==> config.mk <==
export PLATFORM = sky130hd
export DESIGN_NAME = dmem_arbiter
export DESIGN_NICKNAME = d
export VERILOG_FILES = /design/src/rtl/dmem_arbiter.sv
export SDC_FILE = /design/constraint.sdc
export NUM_CORES = 1
export LEC_CHECK = 0
export ABC_CLOCK_PERIOD_IN_PS = 4100
export CORE_ASPECT_RATIO = 2
export CORE_MARGIN = 10
export CORE_UTILIZATION = 27
export CTS_CLUSTER_SIZE = 16
export DETAILED_ROUTE_END_ITERATION = 10
export HOLD_SLACK_MARGIN = 0.02
export PLACE_DENSITY = 0.86
export SETUP_SLACK_MARGIN = 0.4
export SYNTH_ARGS = -nofsm -noshare
export SYNTH_HDL_FRONTEND = slang
export SYNTH_SLANG_ARGS = --single-unit
==> constraint.sdc <==
create_clock -name clk -period 4.1 [get_ports clk]
set_input_delay 0.82 -clock clk [delete_from_list [all_inputs] [get_ports clk]]
set_output_delay 0.82 -clock clk [all_outputs]
set_load 0.02 [all_outputs]
==> src/rtl/dmem_arbiter.sv <==
// Shares the single-port data memory between the CPU data port and a DMA/debug loader port.
// Latency: 0 cycles; grant and read data are combinational, a write commits at the edge ending its grant cycle.
// Backpressure: CPU has priority and sees cpu_stall when denied; DMA is forced in after STARVE_LIMIT contended cycles, with bursts capped at MAX_BURST.
module dmem_arbiter #(
    parameter int AW           = 16,
    parameter int DW           = 16,
    parameter int STARVE_LIMIT = 4,
    parameter int MAX_BURST    = 4
) (
    input  logic          clk,
    input  logic          reset,
    input  logic          cpu_req,
    input  logic          cpu_we,
    input  logic [AW-1:0] cpu_addr,
    input  logic [DW-1:0] cpu_wdata,
    output logic          cpu_stall,
    input  logic          dma_req,
    input  logic          dma_we,
    input  logic [AW-1:0] dma_addr,
    input  logic [DW-1:0] dma_wdata,
    output logic          dma_gnt,
    output logic [DW-1:0] rdata,
    output logic          mem_we,
    output logic [AW-1:0] mem_addr,
    output logic [DW-1:0] mem_wdata,
    input  logic [DW-1:0] mem_rdata,
    output logic          owner
);

    localparam int WW = $clog2(STARVE_LIMIT) + 1;
    localparam int BW = $clog2(MAX_BURST) + 1;
    localparam logic [WW-1:0] WAIT_LAST  = WW'(STARVE_LIMIT - 1);
    localparam logic [BW-1:0] BURST_LAST = BW'(MAX_BURST - 1);

    typedef enum logic {
        S_CPU = 1'b0,
        S_DMA = 1'b1
    } state_t;

    state_t        state_q, state_d;
    logic [WW-1:0] wait_q, wait_d;
    logic [BW-1:0] burst_q, burst_d;
    logic          gnt_dma;
    logic          gnt_cpu;

    // Grant decision: DMA wins when it owns the memory or the CPU is idle; nothing is granted while reset is low.
    always_comb begin
        gnt_dma = reset & dma_req & ((state_q == S_DMA) | ~cpu_req);
        gnt_cpu = reset & cpu_req & ~gnt_dma;
    end

    assign cpu_stall = reset & cpu_req & ~gnt_cpu;
    assign dma_gnt   = gnt_dma;
    assign rdata     = mem_rdata;
    assign owner     = (state_q == S_DMA);

    // Memory port mux: the DMA side drives only when granted; otherwise CPU address/data, write gated by its grant.
    always_comb begin
        mem_addr  = cpu_addr;
        mem_wdata = cpu_wdata;
        mem_we    = cpu_we & gnt_cpu;
        if (gnt_dma) begin
            mem_addr  = dma_addr;
            mem_wdata = dma_wdata;
            mem_we    = dma_we;
        end
    end

    // Ownership FSM: count contended CPU wins to bound DMA starvation, count DMA grants to bound the burst.
    always_comb begin
        state_d = state_q;
        wait_d  = wait_q;
        burst_d = burst_q;
        case (state_q)
            S_CPU: begin
                if (cpu_req && dma_req) begin
                    if (wait_q == WAIT_LAST) begin
                        state_d = S_DMA;
                        wait_d  = '0;
                        burst_d = '0;
                    end else begin
                        wait_d = wait_q + WW'(1);
                    end
                end else begin
                    wait_d = '0;
                end
            end
            S_DMA: begin
                if (dma_req) begin
                    if (burst_q == BURST_LAST) begin
                        state_d = S_CPU;
                        burst_d = '0;
                    end else begin
                        burst_d = burst_q + BW'(1);
                    end
                end else begin
                    state_d = S_CPU;
                    burst_d = '0;
                end
            end
            default: begin
                state_d = S_CPU;
                wait_d  = '0;
                burst_d = '0;
            end
        endcase
    end

    // State registers; reset returns ownership to the CPU and clears both counters immediately.
    always_ff @(posedge clk or negedge reset) begin
        if (!reset) begin
            state_q <= S_CPU;
            wait_q  <= '0;
            burst_q <= '0;
        end else begin
            state_q <= state_d;
            wait_q  <= wait_d;
            burst_q <= burst_d;
        end
    end

endmodule
## Word level (Yosys, flattened, before mapping)

Index checks and enable logic that the tools add are counted.

| operators by class | value |
|---|---|
| add/subtract/negate cells | 2 |
| multiply operators | 0 |
| divide/modulo/power cells | 0 |
| magnitude comparators | 0 |
| equality and inequality tests | 4 |
| shift-type cells | 0 |
| mux-type cells | 15 |
| bitwise logic cells | 11 |
| reduce and logical (&&, ||, !) cells | 2 |

Operators with widths:

| kind | count |
|---|---|
| 16-bit two-way mux | 2 |
| 3-bit two-way mux | 6 |
| 3-bit by 1-bit adder with 3-bit output (second input constant) | 2 |
| 1-bit bitwise AND | 6 |
| 3-bit by 2-bit equality test with 1-bit output (second input constant) | 2 |
| 3-bit case mux with 2 select lines | 1 |
| 1-bit two-way mux | 5 |
| 2-bit inequality test (second input constant) | 2 |
| 1-bit NOT | 4 |
| 1-bit case mux with 2 select lines | 1 |
| 2-bit AND reduction | 1 |
| 1-bit logical AND | 1 |
| 1-bit bitwise OR | 1 |

| storage, ports and cells | value |
|---|---|
| register bits | 7 |
| latch bits | 0 |
| bits in writable memories | 0 |
| ROM bits | 0 |
| input port bits | 86 |
| output and inout port bits | 52 |
| logic and storage cells | 37 |
| memories kept | 0 |

## Longest topological paths before layout

| logic depth | value |
|---|---|
| depth after elaboration | 7 |
| depth in mapped cells | 6 |

## Worst setup path after synthesis

OpenSTA, ideal clock, no wires.

| timing | value |
|---|---|
| path type | input to output |
| start | input port cpu_req |
| end | output port mem_addr[0] |
| arrival | 1.659 ns |
| data required time | 3.280 ns |
| setup slack | 1.621 ns |
| stages on the path | 5 |
| path through | nand2b_4 -> and3_4 -> buf_6 -> buf_12 -> mux2_4 |

| between the ends | value |
|---|---|
| cells in the longest elaborated chain, start to end | 4 |

Ends and longest elaborated chain:

| what | line | text |
|---|---|---|
| from (decl) | 12 | `input logic cpu_req,` |
| 1-bit NOT | 48 | `gnt_dma = reset & dma_req & ((state_q == S_DMA) \| ~cpu_req);` |
| 1-bit bitwise OR | 48 |  |
| 1-bit bitwise AND | 48 |  |
| via dma_gnt | 21 | `output logic dma_gnt,` |
| 16-bit two-way mux | 62 | `if (gnt_dma) begin` |
| to (decl) | 24 | `output logic [AW-1:0] mem_addr,` |

The timed path passes the listed nets, and every way through them passes these cells.

## Worst setup path in the final report

| timing | value |
|---|---|
| start | input port cpu_req |
| end | output port mem_wdata[15] |

| between the ends | value |
|---|---|
| cells in the longest elaborated chain, start to end | 4 |

Ends and longest elaborated chain:

| what | line | text |
|---|---|---|
| 1-bit NOT | 48 |  |
| 1-bit bitwise OR | 48 |  |
| 1-bit bitwise AND | 48 |  |
| 16-bit two-way mux | 62 |  |
| to (decl) | 25 | `output logic [DW-1:0] mem_wdata,` |

Every way passes these cells.

==> flow_summary_export.csv <==
group,metric,value,unit
clock_tree,htreeDepth,1,
outcome,status,"finished clean",
setup_path,rr_worst_depth,4,
min_path,hold_end,"wait_q[2]",
timing,finalSetupTns,0,ns
clock_tree,numCtsBuffers,3,
routing,drtIter0Drc,29,
die,initial_core_util,28.41,%
grt,grt_pass1_vias,1116,
timing,setup_viol,0,
routing,dr_total_vias,1001,
place,gp_congestion,0.7022,
logic_synthesis,synthCells,88,
clock_tree,clk_pin_slew_worst_paths,0.04,ns
clock_tree,tritoncts,"done",
logic_synthesis,synth_area,0.001036,sq mm
setup_path,reg2reg_slack,2.69,ns
min_path,hp-class,"register to register",
pwr,switching_power,0.1042,mW
die,io_pins,138,
setup_path,endpoint_kind,"output pin",
pwr,internal-power,0.2751,mW
timing,skew,0.004025,ns
setup_path,slowest_stage,"clkdlybuf4s50_1",
die,coreArea,0.003646,sq mm
clock_tree,cts_resized,0,
pwr,powerDensity,187.8,mW/mm^2
timing,fin_crit,3.602,ns
routing,wirelength,3.904,mm
setup_path,path_common_cell,"clkdlybuf4s50_1",
grt,antenna_found_initial,0,
die,dieHeight,107.6,um
grt,grt_max_degree,34,
setup_path,timing.rr.start,"wait_q[0]",
clock_tree,clk-insertion-delay-late,0.23,ns
logic_synthesis,yosys.area.top_type_share,42.03,%
timing,rsz0062_at_grt,"no",
routing,final_antenna_net_count,0,
logic_synthesis,avgSynthCellArea,11.77,sq um
timing,fmax,0.2776,GHz
timing,maxSlewViolCount,0,
place,dp_hpwl,3.486,mm
routing,wl_per_cell,17.20,um
timing,hold_viol_final,0,
setup_path,r2r-end,"burst_q[0]",
pwr,vdd.ir_drop.worst,214.3,uV
timing,tightestPinTransition,0.3398,ns
pwr,power_leakage,0.8576,nW
pwr,seqPwrFrac,19.8,%
grt,track_usage,10.66,%
setup_path,arrival,2.78,ns
logic_synthesis,synth_top_area_cell,"mux2_4",
routing,vias_per_cell,4.410,
clock_tree,clock_sinks,7,
clock_tree,cts_root_buf,"clkbuf_8",
place,numPortBuffers,105,
grt,grt_remaining_overflow,0,
pwr,switching_share,27.46,%
routing,drt_first_pass_iters,4,
timing,max_slew_margin,77.34,%
clock_tree,ctsHoldBuffers,0,
layout,final_cells,227,
min_path,worstHoldPathCells,1,
setup_path,cp-start-kind,"input pin",
die,rows,31,
setup_path,path_cells,"clkdlybuf4s50_1, nand2b_4, and3_4, buf_12, mux2_2, clkdlybuf4s50_1",
logic_synthesis,synth_seq_cells,7,
setup_path,crit_fanout,33,
routing,drc,0,
pwr,clock_power_share,25.6,%
grt,grt_pass1_wl,6.009,mm
setup_path,cp.required,3.28,ns
pwr,power.share.combinational,54.6,%
setup_path,worstSetupStartpoint,"cpu_req",
setup_path,slowest_delay,0.55,ns
logic_synthesis,synth_fp_nets,176,
layout,areaGrowthSynthToFinish,94.93,%
clock_tree,clock_path_buffers,2,
logic_synthesis,synthTopCellsByArea,"mux2_4 (42%), dfrtp_1 (17%), buf_4 (12%)",
die,die_area,0.006865,sq mm
setup_path,crit_type,"input pin to output pin",
layout,fin_nets,267,
clock_tree,cts_setup_buffers,0,
place,dp.cells,223,
layout,diodes,0,
layout,layout-drive-gt1-share,23.60,%
job,maxCapViolCount,0,
logic_synthesis,ys_warn_count,0,
logic_synthesis,synth-seq-area-share,16.91,%
timing,finalCritPeriodShare,87.85,%
die,die_x,63.80,um
logic_synthesis,synth_cell_type_count,23,
min_path,min_from,"wait_q[2]",
-- cell usage in the layout, fill, tap and decap left out, types with 2 or more instances in the layout --
cell               n
mux2_2             4
mux2_4            29
inv_1              2
nand2_1            4
ha_1               2
dfrtp_1            7
nand3_1            2
nor2_1             4
clkbuf_8           3
clkdlybuf4s50_1  105
o21a_1             2
-- worst max-delay path: cells and delay by family --
family,cells,cell delay [ns]
and+or+nand+nor,2,0.30
muxes,1,0.36
buffers and inverters,3,1.29
-- power by group through the flow --
stage          Sequential [mW]  Clock (mW)  Combinational [mW]
6_report                0.0751      0.0970               0.207
5_1_grt                 0.0755       0.103               0.219
4_1_cts                 0.0752       0.100               0.210
3_5_place_dp            0.0762           0               0.210
3_3_place_gp            0.0759           0               0.206
2_1_floorplan           0.0755           0               0.114
-- cell families (layout without fill, tap and decap cells) --
family / Yosys count / in the layout / share of synthesized area, %
buf+inv: 23 / 113 / 20.29
compound gates: 9 / 9 / 6.522
flops: 7 / 7 / 16.91
mux: 33 / 33 / 46.38
simple gates: 14 / 14 / 7.487
fa+ha+maj: 2 / 2 / 2.415
-- cells in the mapped netlist --
library cell and instances:
o41ai_1 1, dfrtp_1 7, a31oi_1 1, and3_4 1
nor2b_1 1, a21o_2 1, nor4_1 1, mux2_4 29
a21o_1 1, o21a_1 2, buf_12 3, a21boi_0 1
buf_4 16, a21oi_1 1, nand2b_4 1, nor2_1 4
a22o_1 1, ha_1 2, buf_6 2, inv_1 2
nand2_1 4, mux2_2 4, nand3_1 2
-- layout make-up --
type	instances	area, sq um
Multi-Input combinational cell	58	650.6
Inverter	2	7.507
Sequential cell	7	175.2
Clock buffer	3	41.29
Clock inverter	1	5.005
Tap cell	49	61.31
Timing Repair Buffer	107	1079
Fill cell	333	1627
-- sequential cells by signal (all words and copies together) (netlist names) --
| register | cells |
|---|---|
| burst_q | 3 |
| owner | 1 |
| wait_q | 3 |
-- worst max-delay path by stage --
stage,endpoint,slack [ns],cells past startpoint
finish,mem_wdata[15],0.50,6
floorplan,mem_addr[0],1.62,5
global route,mem_addr[15],0.42,6
CTS,mem_wdata[15],0.47,6
global placement,mem_addr[9],0.52,6
detailed placement,mem_wdata[15],0.47,6
-- stage by stage --
step / worst slack, ns / power, mW / util [%] / hold WS [ns] / area (sq um)
2_1_floorplan: 1.621 / 0.1896 / - / 0.4504 / 1036
3_3_place_gp: 0.5242 / 0.2822 / 54.12 / 0.4631 / 1973
3_5_place_dp: 0.4709 / 0.2861 / 54.12 / 0.4807 / 1973
4_1_cts: 0.4714 / 0.3859 / 55.39 / 0.4907 / 2019
5_1_grt: 0.4197 / 0.3981 / 55.39 / 0.5222 / 2019
6_report: 0.4982 / 0.3793 / 55.39 / 0.4865 / 2019
-- per-layer routing --
layer | global-route usage [%] | part of all wire (%) | vias to the layer above
li1 | - | - | 474
met1 | 10.94 | 38 | 445
met2 | 18.67 | 49 | 80
met3 | 5.735 | 12 | 2
met4 | 1.887 | 0.54 | 0
met5 | 0 | 0 | -
Power figures use the tool's default switching activity.
